<file path="src/rtl/cpu_step_ctrl_pkg.sv">
// Shared constants for the CPU step controller: state encoding and default sizing.
// Latency: n/a. Backpressure: n/a.
package cpu_step_ctrl_pkg;

    localparam logic [1:0] ST_IDLE = 2'b00;
    localparam logic [1:0] ST_RUN  = 2'b01;
    localparam logic [1:0] ST_EXEC = 2'b10;
    localparam logic [1:0] ST_HALT = 2'b11;

    localparam int DEF_DEB_CYCLES = 16;
    localparam int DEF_RUN_DIV    = 4;
    localparam int DEF_CNT_W      = 16;

    function automatic logic brk_hit(input logic of_en, input logic zf_en,
                                     input logic of_f,  input logic zf_f);
        return (of_en & of_f) | (zf_en & zf_f);
    endfunction

endpackage

</file>
<file path="src/rtl/cpu_step_ctrl_if.sv">
// Board/CPU-facing bundle of the step controller; master = board and CPU side.
// Latency: n/a. Backpressure: none, level signals and a one-cycle enable.
interface cpu_step_ctrl_if
    import cpu_step_ctrl_pkg::*;
#(
    parameter int CNT_W = DEF_CNT_W
);
    logic             step_btn;
    logic             run_sw;
    logic             brk_of_en;
    logic             brk_zf_en;
    logic             ofa;
    logic             zfa;
    logic             cpu_ce;
    logic [CNT_W-1:0] step_cnt;
    logic             halted;
    logic [1:0]       state_o;

    modport master (
        output step_btn, run_sw, brk_of_en, brk_zf_en, ofa, zfa,
        input  cpu_ce, step_cnt, halted, state_o
    );

    modport slave (
        input  step_btn, run_sw, brk_of_en, brk_zf_en, ofa, zfa,
        output cpu_ce, step_cnt, halted, state_o
    );
endinterface

</file>
<file path="src/rtl/cpu_step_ctrl_sync_debounce.sv">
// 2-FF synchroniser followed by a stability-count debouncer with rising-edge pulse.
// Latency: 2 sync cycles + DEB_CYCLES stable samples. Backpressure: none.
module sync_debounce
    import cpu_step_ctrl_pkg::*;
#(
    parameter int DEB_CYCLES = DEF_DEB_CYCLES
) (
    input  logic clka,
    input  logic rsta,
    input  logic din,
    output logic dout,
    output logic rise
);
    localparam int CW = $clog2(DEB_CYCLES + 1);

    logic          s1;
    logic          s2;
    logic [CW-1:0] cnt;

    always_ff @(posedge clka or negedge rsta) begin
        if (!rsta) begin
            s1   <= 1'b0;
            s2   <= 1'b0;
            dout <= 1'b0;
            rise <= 1'b0;
            cnt  <= '0;
        end else begin
            s1   <= din;
            s2   <= s1;
            rise <= 1'b0;
            // Any sample agreeing with the current output restarts the run.
            if (s2 == dout) begin
                cnt <= '0;
            end else if (cnt == CW'(DEB_CYCLES - 1)) begin
                dout <= s2;
                rise <= s2;
                cnt  <= '0;
            end else begin
                cnt <= cnt + 1'b1;
            end
        end
    end
endmodule

</file>
<file path="src/rtl/cpu_step_ctrl.sv">
// Execution controller: single-step or free-run issue of a one-cycle CPU enable, flag breakpoints.
// Latency: cpu_ce one cycle after the debounced step edge; free-run period RUN_DIV+2. Backpressure: none.
module cpu_step_ctrl
    import cpu_step_ctrl_pkg::*;
#(
    parameter int DEB_CYCLES = DEF_DEB_CYCLES,
    parameter int RUN_DIV    = DEF_RUN_DIV,
    parameter int CNT_W      = DEF_CNT_W
) (
    input  logic          clka,
    input  logic          rsta,
    cpu_step_ctrl_if.slave bus
);
    localparam int DIV_W = (RUN_DIV > 1) ? $clog2(RUN_DIV) : 1;

    logic             step_db;
    logic             step_rise;
    logic             run_db;
    logic             run_rise;
    logic             step_pulse;
    logic             run_lvl;

    logic [1:0]       state;
    logic [1:0]       state_nx;
    logic             chk;
    logic             chk_nx;
    logic [DIV_W-1:0] div;
    logic [DIV_W-1:0] div_nx;
    logic             ret_run;
    logic             ret_run_nx;
    logic             ce_q;
    logic [CNT_W-1:0] cnt_q;

    sync_debounce #(.DEB_CYCLES(DEB_CYCLES)) u_step_deb (
        .clka (clka),
        .rsta (rsta),
        .din  (bus.step_btn),
        .dout (step_db),
        .rise (step_rise)
    );

    sync_debounce #(.DEB_CYCLES(DEB_CYCLES)) u_run_deb (
        .clka (clka),
        .rsta (rsta),
        .din  (bus.run_sw),
        .dout (run_db),
        .rise (run_rise)
    );

    assign step_pulse = step_rise & step_db;
    assign run_lvl    = run_db | run_rise;

    // EXEC and its CHECK substate share one encoding; chk tells them apart.
    always_comb begin
        state_nx   = state;
        chk_nx     = 1'b0;
        div_nx     = div;
        ret_run_nx = ret_run;
        case (state)
            ST_IDLE: begin
                if (run_lvl) begin
                    state_nx = ST_RUN;
                    div_nx   = '0;
                end else if (step_pulse) begin
                    state_nx   = ST_EXEC;
                    ret_run_nx = 1'b0;
                end
            end
            ST_RUN: begin
                if (!run_lvl) begin
                    state_nx = ST_IDLE;
                end else if (div == DIV_W'(RUN_DIV - 1)) begin
                    state_nx   = ST_EXEC;
                    ret_run_nx = 1'b1;
                end else begin
                    div_nx = div + 1'b1;
                end
            end
            ST_EXEC: begin
                if (!chk) begin
                    chk_nx = 1'b1;
                end else if (brk_hit(bus.brk_of_en, bus.brk_zf_en, bus.ofa, bus.zfa)) begin
                    state_nx = ST_HALT;
                end else if (ret_run && run_lvl) begin
                    state_nx = ST_RUN;
                    div_nx   = '0;
                end else begin
                    state_nx = ST_IDLE;
                end
            end
            default: begin
                if (step_pulse) begin
                    state_nx = ST_IDLE;
                end
            end
        endcase
    end

    always_ff @(posedge clka or negedge rsta) begin
        if (!rsta) begin
            state   <= ST_IDLE;
            chk     <= 1'b0;
            div     <= '0;
            ret_run <= 1'b0;
            ce_q    <= 1'b0;
            cnt_q   <= '0;
        end else begin
            state   <= state_nx;
            chk     <= chk_nx;
            div     <= div_nx;
            ret_run <= ret_run_nx;
            ce_q    <= (state_nx == ST_EXEC) && !chk_nx;
            if (state == ST_EXEC && !chk) begin
                cnt_q <= cnt_q + 1'b1;
            end
        end
    end

    assign bus.cpu_ce   = ce_q;
    assign bus.step_cnt = cnt_q;
    assign bus.halted   = (state == ST_HALT);
    assign bus.state_o  = state;
endmodule

</file>
<file path="src/flat_wrapper.sv">
// flat-port wrapper written by rule: the top's interface ports become plain ports
module cpu_step_ctrl_flat import cpu_step_ctrl_pkg::*;
#(
    parameter int DEB_CYCLES = DEF_DEB_CYCLES,
    parameter int RUN_DIV    = DEF_RUN_DIV,
    parameter int CNT_W      = DEF_CNT_W
)
  (clka, rsta, bus_step_btn, bus_run_sw, bus_brk_of_en, bus_brk_zf_en, bus_ofa, bus_zfa, bus_cpu_ce, bus_step_cnt, bus_halted, bus_state_o);
  cpu_step_ctrl_if #(.CNT_W(CNT_W)) bus_i ();
  input  logic clka;
  input  logic rsta;
  input wire logic [$bits(bus_i.step_btn)-1:0] bus_step_btn;
  input wire logic [$bits(bus_i.run_sw)-1:0] bus_run_sw;
  input wire logic [$bits(bus_i.brk_of_en)-1:0] bus_brk_of_en;
  input wire logic [$bits(bus_i.brk_zf_en)-1:0] bus_brk_zf_en;
  input wire logic [$bits(bus_i.ofa)-1:0] bus_ofa;
  input wire logic [$bits(bus_i.zfa)-1:0] bus_zfa;
  output wire logic [$bits(bus_i.cpu_ce)-1:0] bus_cpu_ce;
  output wire logic [$bits(bus_i.step_cnt)-1:0] bus_step_cnt;
  output wire logic [$bits(bus_i.halted)-1:0] bus_halted;
  output wire logic [$bits(bus_i.state_o)-1:0] bus_state_o;
  assign bus_i.step_btn = bus_step_btn;
  assign bus_i.run_sw = bus_run_sw;
  assign bus_i.brk_of_en = bus_brk_of_en;
  assign bus_i.brk_zf_en = bus_brk_zf_en;
  assign bus_i.ofa = bus_ofa;
  assign bus_i.zfa = bus_zfa;
  assign bus_cpu_ce = bus_i.cpu_ce;
  assign bus_step_cnt = bus_i.step_cnt;
  assign bus_halted = bus_i.halted;
  assign bus_state_o = bus_i.state_o;
  cpu_step_ctrl #(.DEB_CYCLES(DEB_CYCLES), .RUN_DIV(RUN_DIV), .CNT_W(CNT_W)) u_core (.clka(clka), .rsta(rsta), .bus(bus_i));
endmodule
</file>
<file path="config.mk">
export PLATFORM = sky130hd
export DESIGN_NAME = cpu_step_ctrl_flat
export DESIGN_NICKNAME = d
export VERILOG_FILES = /design/src/rtl/cpu_step_ctrl_pkg.sv /design/src/rtl/cpu_step_ctrl_if.sv /design/src/rtl/cpu_step_ctrl_sync_debounce.sv /design/src/rtl/cpu_step_ctrl.sv /design/src/flat_wrapper.sv
export SDC_FILE = /design/constraint.sdc
export NUM_CORES = 1
export LEC_CHECK = 0
export BUFFER_PORTS_ARGS = -buffer_cell sky130_fd_sc_hd__clkbuf_2
export CAP_MARGIN = 15
export CORE_MARGIN = 3
export CORE_UTILIZATION = 50
export DETAILED_ROUTE_END_ITERATION = 10
export GPL_ROUTABILITY_DRIVEN = 1
export HOLD_SLACK_MARGIN = 0.1
export PLACE_DENSITY = 0.72
export SYNTH_ARGS = -nofsm -noshare
export SYNTH_HDL_FRONTEND = slang
export SYNTH_SLANG_ARGS = --single-unit
</file>
<file path="constraint.sdc">
create_clock -name clka -period 1.7 [get_ports clka]
set_input_delay 0.085 -clock clka [delete_from_list [all_inputs] [get_ports clka]]
set_output_delay 0.085 -clock clka [all_outputs]
set_load 0.05 [all_outputs]
</file>
Word level (Yosys, flattened, before mapping)
Cells that the tools add are included.

storage, ports and cells
  memories kept = 0
  input bits = 8
  memory bits (read-only) = 0
  RAM bits = 0
  output and inout bits = 20
  word-level logic and storage cells = 88
  register bits after elaboration = 41
  latch bits = 0

cells by class
  multiply operators = 0
  reduce and logical (&&, ||, !) cells = 12
  eq/ne operators = 18
  div/mod/pow operators = 0
  mux-type cells = 31
  add/subtract/negate cells = 4
  magnitude comparators = 0
  shift operators = 0
  bitwise logic cells = 7

operators with widths
  cell                     number
  $mux W2                  13
  $mux W5                  4
  $add A16 B1 Y16 const B  1
  $ne A2 B1 Y1 const B     6
  $pmux W2 S3              2
  $mux W1                  11
  $add A5 B1 Y5 const B    2
  $eq A5 B4 Y1 const B     2
  $eq A2 B2 Y1 const B     4
  $reduce_and A7 Y1        1
  $ne A2 B2 Y1 const B     3
  $reduce_and A5 Y1        1
  $reduce_and A2 Y1        2
  $and A1 B1 Y1            3
  $logic_and A1 B1 Y1      3
  $reduce_bool A3 Y1       1
  $add A2 B1 Y2 const B    1
  $eq A1 B1 Y1             2
  $eq A2 B1 Y1 const B     1
  $logic_not A1 Y1         2
  $logic_not A2 Y1         1
  $not A1 Y1               2
  $or A1 B1 Y1             2
  $pmux W1 S2              1
  $reduce_bool A2 Y1       1

Logic depth before layout (Yosys ltp)
Gate-level depths: netlist (run 1).

  depth in word-level cells = 8
  depth in mapped cells = 6
  gate-level depth less buffers = 5

Hierarchy
Synthesis (run 1) repeated with hierarchy kept, for this count alone.

second synthesis, totals
  cells, all modules = 153
  area total of the unflattened synthesis = 1759.2 um^2

by module, submodules not included
  module         area an instance (um^2)  times used  sequential area each (um^2)  cells an instance
  cpu_step_ctrl  1088.5                   1           575.6                        103
  sync_debounce  335.3                    2           225.2                        25

Worst setup path before layout (run 1)
No wires, ideal clock.

  path type = register to register
  from = register u_core.cnt_q[0], in the netlist u_core.bus.step_cnt[0]
  to = register u_core.cnt_q[14], in the netlist u_core.bus.step_cnt[14]
  buffers on the path = 0
  arrival = 1714 ps
  path slack = -155 ps
  period minus slack after synthesis = 1855 ps
  stages on the path, launching flop included = 6
  library setup time = 141 ps
  required time = 1559 ps
  cell sequence = dfrtp_1 ha_1 nand4bb_4 nor4_4 nand3_1 xnor2_1

between the ends
  cells in the longest elaborated chain, start to end = 1

RTL lines
  element                 RTL line              source
  from (decl)             cpu_step_ctrl.sv:32   logic [CNT_W-1:0] cnt_q;
  from (signal assigned)  cpu_step_ctrl.sv:114  cnt_q <= cnt_q + 1'b1;
  $add A16 B1 Y16         cpu_step_ctrl.sv:114

Every way passes these cells.
A chain may end at the register's enable or synchronous reset.

Worst setup path in the final report (run 1)
  from = register u_core.cnt_q[0], in the netlist u_core.bus.step_cnt[0]
  to = register u_core.cnt_q[12], in the netlist u_core.bus.step_cnt[12]

Same word-level chain as after synthesis.

==> tab_implementation.tex, run 1 <==
\begin{tabular}{lr}
\hline
Metric & Value \\
\hline
\multicolumn{2}{l}{\textbf{Outcome}} \\
\quad Outcome & complete, no violations \\
\multicolumn{2}{l}{\textbf{Floorplanning}} \\
\quad Die width & 66.55 um \\
\quad Row Count & 21 \\
\quad Number of top-level design ports & 28 \\
\quad Effective utilization at floorplan & 53.25\% \\
\quad Core region area & 0.003442 sq mm \\
\quad Height of the die & 66.55 um \\
\quad Overall die area & 0.004428 sq mm \\
\multicolumn{2}{l}{\textbf{STA}} \\
\quad RSZ-0062 raised after global routing & false \\
\quad Final worst hold slack & 0.2333 ns \\
\quad Number of setup violations in the final report & 0 \\
\quad Share of the clock period used by the worst path after layout & 89.94\% \\
\quad Final number of max-transition violations & 0 \\
\quad Sum of negative setup slack & 0 ns \\
\quad Max-slew headroom at the worst pin & 70.98\% \\
\quad Hold Violations, Final & 0 \\
\quad Transition time at the pin with the least slew margin & 0.4322 ns \\
\quad Maximum operating frequency & 654.0 MHz \\
\quad Post-layout min period & 1.529 ns \\
\quad Layout Skew & 0.004465 ns \\
\multicolumn{2}{l}{\textbf{Clock network}} \\
\quad CTS tree & yes \\
\quad Htree depth & 2 \\
\quad Worst-Skew Late Latency & 0.29 ns \\
\quad Setup repair bufs after CTS & 0 \\
\quad Clock edge transition at the registers on the reported setup and hold paths & 0.07 ns \\
\quad Number of clock buffers inserted by TritonCTS & 5 \\
\quad Max Buffers Root-to-Sink & 2 \\
\quad Sink Count & 41 \\
\quad Clock Root Buffer & sky130\_fd\_sc\_hd\_\_clkbuf\_8 \\
\multicolumn{2}{l}{\textbf{Finish}} \\
\quad Top library cells by usage in the layout, fill and taps aside & sky130\_fd\_sc\_hd\_\_dfrtp\_1, sky130\_fd\_sc\_hd\_\_clkbuf\_2, sky130\_fd\_sc\_hd\_\_nor2\_1, sky130\_fd\_sc\_hd\_\_xnor2\_1, sky130\_fd\_sc\_hd\_\_nand2\_1 \\
\quad Most common library cell in the layout ignoring fill and taps & sky130\_fd\_sc\_hd\_\_dfrtp\_1 \\
\quad Area growth syn-to-layout & 17.88\% \\
\quad \# fillers & 294 \\
\quad Share of cells above drive strength 1 & 25.52\% \\
\quad Number of nets in the finished design & 203 \\
\quad Count of inserted antenna diode cells & 0 \\
\multicolumn{2}{l}{\textbf{Global route}} \\
\quad Initial antenna violation count & 0 \\
\quad Grt ovf & 0 \\
\quad Wire length of the first global-routing pass & 5595 um \\
\quad Maximum number of pins on one net before global-route repair & 18 \\
\quad Global-route usage over all layers & 16.61\% \\
\quad Via count of the first global-routing pass & 1313 \\
\multicolumn{2}{l}{\textbf{Worst setup path}} \\
\quad Crit-path cells & ha\_1 -> nand4bb\_4 -> nor4\_4 -> nand3\_1 -> xnor2\_1 \\
\quad Worst stage delay on the critical path & 0.41 ns \\
\quad Dominant delay contributor by cell family on the critical path & simple AND/OR/NAND/NOR gates \\
\quad Element type at the critical path end & flop \\
\quad Crit start category & flop \\
\quad Critical path data arrival time & 1.70 ns \\
\quad Bufs and invs on worst path & 0 \\
\quad Critical-path cell with the highest stage delay & sky130\_fd\_sc\_hd\_\_dfrtp\_2 \\
\quad Data required, critical path & 1.87 ns \\
\quad Max Fanout on Critical Path & 5 \\
\quad Critical path class & reg2reg \\
\multicolumn{2}{l}{\textbf{Routing}} \\
\quad Pre-antenna DRT Iters & 4 \\
\quad Final WL & 3105 um \\
\quad Drc violations & 0 \\
\quad Number of vias after detailed routing & 1257 \\
\quad First-iteration detailed-routing DRC count & 62 \\
\quad WL per Instance & 13.05 um \\
\quad Avg Vias per Cell & 5.282 \\
\quad Antenna-violating nets left & 0 \\
\multicolumn{2}{l}{\textbf{Min path}} \\
\quad Type of the most critical hold path & in2reg \\
\multicolumn{2}{l}{\textbf{Pwr}} \\
\quad Leakage component of the power & 1.023 nW \\
\quad Power Density & 813.5 mW/mm\^{}2 \\
\quad Switching part of the total power & 20.73\% \\
\quad Int Power & 1.393 mW \\
\quad Net switching component of the power & 0.3644 mW \\
\quad Fraction of power consumed by combinational cells & 4.1\% \\
\quad Worst ir drop on vdd & 0.0007629 V \\
\quad Clk network pwr share & 38.5\% \\
\quad Reg power frac & 57.5\% \\
\multicolumn{2}{l}{\textbf{Placed design}} \\
\quad Port Buf Inserts & 27 \\
\quad Final GP Congestion & 0.7548 \\
\quad Post-DP HPWL & 2425 um \\
\multicolumn{2}{l}{\textbf{Synthesis}} \\
\quad Share of the yosys chip area belonging to registers & 55.97\% \\
\quad Number of enable-type register cells in the synthesized netlist & 0 \\
\quad Synth Net Count & 166 \\
\quad Syn avg cell area & 11.90 sq um \\
\quad Count of state elements after synthesis & 41 \\
\quad Mapped Area & 0.001833 sq mm \\
\quad Number of warning messages in the yosys log & 0 \\
\quad Share of synthesized flip-flops with an asynchronous set or reset & 100.0\% \\
\quad Primary FF master, synth & sky130\_fd\_sc\_hd\_\_dfrtp\_1 \\
\quad Number of distinct library cell variants in the gate-level netlist after synthesis & 32 \\
\quad Synthesized netlist cell count & 154 \\
\multicolumn{2}{l}{\textbf{Flow run}} \\
\quad Max Cap Viol & 0 \\
\hline
\end{tabular}
## worst paths after layout
| path | startpoint | end | slack, ns | cells after the start |
|---|---|---|---|---|
| setup / recovery | u_core.bus.step_cnt[0] | u_core.bus.step_cnt[12] | 0.17 | 5 |
| hold reg to reg | u_core.u_step_deb.s1 | u_core.u_step_deb.s2 | 0.35 | 0 |
| min in group asynchronous | rsta | u_core.bus.step_cnt[7] | 0.25 | 2 |
| hold / removal | bus_brk_zf_en | u_core.bus.state_o[0] | 0.23 | 5 |
| setup reg to reg | u_core.bus.step_cnt[0] | u_core.bus.step_cnt[12] | 0.17 | 5 |
| max in group asynchronous | rsta | u_core.bus.step_cnt[1] | 0.92 | 3 |
## layout make-up
type	count	area [sq um]	share of cell area, %
clock buffer	7	96.34	4.459
multi-input combinational	106	773.2	35.78
sequential	41	1030	47.66
tap	46	57.56	2.664
clock inverter	1	5.005	0.2316
inverter	5	18.77	0.8686
timing repair buffer	32	180.2	8.338
## synthesized netlist by cell type, types with 2 or more instances
cell type	n	area [sq um]
sky130_fd_sc_hd__nor4_1	2	12.51
sky130_fd_sc_hd__nand4_1	4	25.02
sky130_fd_sc_hd__nor2b_1	5	31.28
sky130_fd_sc_hd__buf_4	2	15.01
sky130_fd_sc_hd__nor4b_1	2	17.52
sky130_fd_sc_hd__nand4b_1	2	17.52
sky130_fd_sc_hd__a41oi_1	2	17.52
sky130_fd_sc_hd__ha_1	4	50.05
sky130_fd_sc_hd__mux2_2	2	22.52
sky130_fd_sc_hd__nor3_1	2	10.01
sky130_fd_sc_hd__nand4bb_4	2	55.05
sky130_fd_sc_hd__nor4_4	2	42.54
sky130_fd_sc_hd__nand3_1	8	40.04
sky130_fd_sc_hd__o21ai_0	4	20.02
sky130_fd_sc_hd__dfrtp_1	41	1026
sky130_fd_sc_hd__xnor2_1	15	131.4
sky130_fd_sc_hd__nand2_1	11	41.29
sky130_fd_sc_hd__a21oi_1	9	45.04
sky130_fd_sc_hd__inv_1	5	18.77
sky130_fd_sc_hd__nor2_1	15	56.30
sky130_fd_sc_hd__xor2_1	4	35.03
## timing repair
item	4_1_cts	5_1_grt
hold endpoints to repair	42	0
resized for setup	0	0
hold buffers	3	0
## worst min-delay path: cells and delay by family
family	cells	cell delay, ns
AOI/OAI and AO/OA	2	0.15
and+or+nand+nor	2	0.16
buffers and inverters	1	0.08
## power groups by stage
stage               clock (mW)  sequential [mW]  combinational (mW)
global route             0.757             1.01              0.0858
finish                   0.676             1.01              0.0716
CTS                      0.707             1.01              0.0747
global placement             0             1.03              0.0649
floorplan                    0             1.02              0.0316
detailed placement           0             1.03              0.0685
## metal layers
metal  global-route usage (%)  vias up  share of wire, %
met5                        0        -                 0
met4                    3.807        0              0.81
met3                    6.408        2               7.2
met2                    28.71       41                50
met1                    19.36      598                42
li1                         -      616                 -
## cells by family (layout without fill, tap and decap cells)
logic type                 after synthesis  count (layout)  share of synthesized area, %
adders and majority gates                4               4                         2.730
buffers and inverters                    7              45                         1.843
AOI/OAI and AO/OA                       19              19                         6.144
and+or+nand+nor                         61              61                         22.18
DFF                                     41              41                         55.97
muxes                                    3               3                         2.047
xor gates and xnor gates                19              19                         9.079
## through the flow
| stage | cells | utilization, % | setup slack (ns) | power (mW) | cell area, sq um |
|---|---|---|---|---|---|
| 2_1_floorplan | 154 | - | 0.006483 | 1.056 | 1837 |
| 6_report | 238 | 62.78 | 0.1710 | 1.758 | 2161 |
| 3_3_place_gp | 227 | 58.96 | 0.2321 | 1.092 | 2029 |
| 3_5_place_dp | 227 | 58.96 | 0.1590 | 1.098 | 2029 |
| 4_1_cts | 238 | 62.78 | 0.1547 | 1.791 | 2161 |
| 5_1_grt | 238 | 62.78 | 0.1041 | 1.855 | 2161 |
## sequential cells by signal, indices dropped and copies added, names as in the netlist, 2 cells and up
name	cells
u_core.u_step_deb.cnt	5
u_core.bus.state_o	2
u_core.bus.step_cnt	16
u_core.u_run_deb.cnt	5
u_core.div	2
Note: power is estimated with default switching activity, not from simulation.
==> run 2: changes to the inputs <==
--- a/config.mk
+++ b/config.mk
@@ -14,4 +14,5 @@
 export HOLD_SLACK_MARGIN = 0.1
 export PLACE_DENSITY = 0.72
+export SETUP_SLACK_MARGIN = 0.2
 export SYNTH_ARGS = -nofsm -noshare
 export SYNTH_HDL_FRONTEND = slang
==> constraint.sdc (replaced) <==
create_clock -name clka -period 1.7 [get_ports clka]
set_input_delay 0 -clock clka [delete_from_list [all_inputs] [get_ports clka]]
set_output_delay 0 -clock clka [all_outputs]
set_load 0.05 [all_outputs]
==> tab_implementation.tex, run 2 (synthesized netlist as in run 1, its figures left out) <==
\begin{tabular}{lr}
\hline
Metric & Value \\
\hline
\multicolumn{2}{l}{\textbf{Outcome}} \\
\quad Outcome & complete, no violations \\
\multicolumn{2}{l}{\textbf{STA}} \\
\quad Transition time at the pin with the least slew margin & 0.5690 ns \\
\quad Max-slew headroom at the worst pin & 62.07\% \\
\quad Layout Skew & 0.006429 ns \\
\quad Post-layout min period & 1.410 ns \\
\quad Share of the clock period used by the worst path after layout & 82.94\% \\
\quad Sum of negative setup slack & 0 ns \\
\quad Number of setup violations in the final report & 0 \\
\quad RSZ-0062 raised after global routing & false \\
\quad Final number of max-transition violations & 0 \\
\quad Hold Violations, Final & 0 \\
\quad Maximum operating frequency & 709.3 MHz \\
\multicolumn{2}{l}{\textbf{Pwr}} \\
\quad Switching part of the total power & 20.23\% \\
\quad Leakage component of the power & 1.008 nW \\
\quad Power Density & 853.8 mW/mm\^{}2 \\
\quad Int Power & 1.503 mW \\
\quad Clk network pwr share & 42.6\% \\
\quad Reg power frac & 53.6\% \\
\quad Worst ir drop on vdd & 0.0005616 V \\
\quad Net switching component of the power & 0.3813 mW \\
\quad Total power draw & 1.884 mW \\
\quad Fraction of power consumed by combinational cells & 3.8\% \\
\multicolumn{2}{l}{\textbf{Routing}} \\
\quad First-iteration detailed-routing DRC count & 49 \\
\quad Pre-antenna DRT Iters & 4 \\
\quad Avg Vias per Cell & 5.441 \\
\quad Number of vias after detailed routing & 1295 \\
\quad Final WL & 3351 um \\
\quad Drc violations & 0 \\
\quad WL per Instance & 14.08 um \\
\quad Antenna-violating nets left & 0 \\
\multicolumn{2}{l}{\textbf{Clock network}} \\
\quad Worst-Skew Late Latency & 0.29 ns \\
\quad Sink Count & 41 \\
\quad Setup repair bufs after CTS & 0 \\
\quad Clock edge transition at the registers on the reported setup and hold paths & 0.08 ns \\
\quad Htree depth & 2 \\
\quad Number of clock buffers inserted by TritonCTS & 5 \\
\quad Clock Root Buffer & sky130\_fd\_sc\_hd\_\_clkbuf\_8 \\
\quad CTS tree & yes \\
\quad Max Buffers Root-to-Sink & 2 \\
\multicolumn{2}{l}{\textbf{Finish}} \\
\quad Count of inserted antenna diode cells & 0 \\
\quad \# fillers & 263 \\
\quad Share of cells above drive strength 1 & 31.77\% \\
\quad FF+latch area & 0.001042 sq mm \\
\quad Non-filler instance count after layout & 238 \\
\quad Multi-input gate area & 788.3 sq um \\
\quad Top library cells by usage in the layout, fill and taps aside & sky130\_fd\_sc\_hd\_\_dfrtp\_1, sky130\_fd\_sc\_hd\_\_clkbuf\_2, sky130\_fd\_sc\_hd\_\_xnor2\_1, sky130\_fd\_sc\_hd\_\_nor2\_1, sky130\_fd\_sc\_hd\_\_dfrtp\_2 \\
\quad Fin area & 0.002207 sq mm \\
\quad Number of nets in the finished design & 203 \\
\quad Most common library cell in the layout ignoring fill and taps & sky130\_fd\_sc\_hd\_\_dfrtp\_1 \\
\quad Area growth syn-to-layout & 20.41\% \\
\quad Post-layout util & 64.12\% \\
\quad Flip-flop count of the largest register, all copies and words added & 16 \\
\multicolumn{2}{l}{\textbf{Global route}} \\
\quad Wire length of the first global-routing pass & 5671 um \\
\quad Grt ovf & 0 \\
\quad Via count of the first global-routing pass & 1297 \\
\quad Maximum number of pins on one net before global-route repair & 24 \\
\quad Initial antenna violation count & 0 \\
\quad Global-route usage over all layers & 17.18\% \\
\multicolumn{2}{l}{\textbf{Floorplanning}} \\
\quad Height of the die & 66.55 um \\
\quad Row Count & 21 \\
\quad Effective utilization at floorplan & 53.25\% \\
\quad Die width & 66.55 um \\
\quad Number of top-level design ports & 28 \\
\quad Core region area & 0.003442 sq mm \\
\quad Overall die area & 0.004428 sq mm \\
\multicolumn{2}{l}{\textbf{Worst setup path}} \\
\quad Element type at the critical path end & flop \\
\quad Critical path class & reg2reg \\
\quad Crit start category & flop \\
\quad Max Fanout on Critical Path & 12 \\
\quad Critical path data arrival time & 1.59 ns \\
\quad Data required, critical path & 1.88 ns \\
\multicolumn{2}{l}{\textbf{Placed design}} \\
\quad Instance count after placement with tap cells included & 227 \\
\quad Post-DP HPWL & 2563 um \\
\quad Placement-stage cell area & 0.002054 sq mm \\
\quad Port Buf Inserts & 27 \\
\quad Final GP Congestion & 0.7823 \\
\multicolumn{2}{l}{\textbf{Flow run}} \\
\quad Max Cap Viol & 0 \\
\multicolumn{2}{l}{\textbf{Min path}} \\
\quad Type of the most critical hold path & in2reg \\
\hline
\end{tabular}
==> run 2: cell types whose count changed in the layout (fill, tap and decap cells not counted), sizes merged <==
cell,before,now
bufinv,0,1
clkbuf,34,33
clkinv,1,0
clkinvlp,0,1
==> run 2: worst paths after layout <==
path	startpoint	to	slack, ns	depth (start not counted)
worst min register to register	u_core.u_step_deb.s1	u_core.u_step_deb.s2	0.35	0
worst max register to register	u_core.bus.state_o[1]	u_core.bus.step_cnt[1]	0.29	3
min in group asynchronous	rsta	u_core.bus.step_cnt[4]	0.23	2
worst max-delay path	u_core.bus.state_o[1]	u_core.bus.step_cnt[1]	0.29	3
worst min-delay path	bus_zfa	u_core.bus.state_o[0]	0.16	5
max in group asynchronous	rsta	u_core.u_step_deb.cnt[4]	0.91	3
==> run 2: through the flow <==
stage / worst slack [ns] / hold slack [ns]
floorplan: 0.1653 / -0.2956
global placement: 0.3342 / 0.01093
detailed placement: 0.2934 / 0.02361
CTS: 0.2853 / 0.1503
global route: 0.2091 / 0.1797
finish: 0.2901 / 0.1628
==> run 2: repair_timing <==
item,4_1_cts,5_1_grt
endpoints found under the hold margin,23,0
setup endpoints to repair,0,2
hold buffers,3,0
gates resized for setup,0,2
==> run 2: power groups by stage <==
| stage | Sequential, mW | Clock [mW] | Combinational [mW] |
|---|---|---|---|
| after floorplan | 1.02 | 0 | 0.0316 |
| after global placement | 1.03 | 0 | 0.0634 |
| after detailed placement | 1.03 | 0 | 0.0670 |
| after CTS | 1.01 | 0.824 | 0.0728 |
| after global routing | 1.01 | 0.880 | 0.0823 |
| final | 1.01 | 0.803 | 0.0709 |
==> run 2: worst max-delay path, cell delays in order (launching register included) <==
cell,delay (ns)
sky130_fd_sc_hd__dfrtp_2,0.53
sky130_fd_sc_hd__and2b_4,0.21
sky130_fd_sc_hd__and2b_1,0.23
sky130_fd_sc_hd__mux2_4,0.32
==> run 2: layout make-up <==
class / instances / area share [%]
flip-flops and latches: 41 / 47.22
multi-input cells: 106 / 35.71
clock inverters: 2 / 1.701
repair buffers: 32 / 8.163
clock buffers: 6 / 3.741
well taps: 46 / 2.608
inverters: 5 / 0.8503
==> run 2: per-layer routing <==
| metal | wire, um | vias up | global-route usage, % |
|---|---|---|---|
| li1 | - | 618 | - |
| met1 | 1426 | 630 | 20.41 |
| met3 | 192 | 9 | 5.059 |
| met5 | 0 | - | 0 |
| met2 | 1683 | 38 | 28.96 |
| met4 | 47 | 0 | 6.853 |
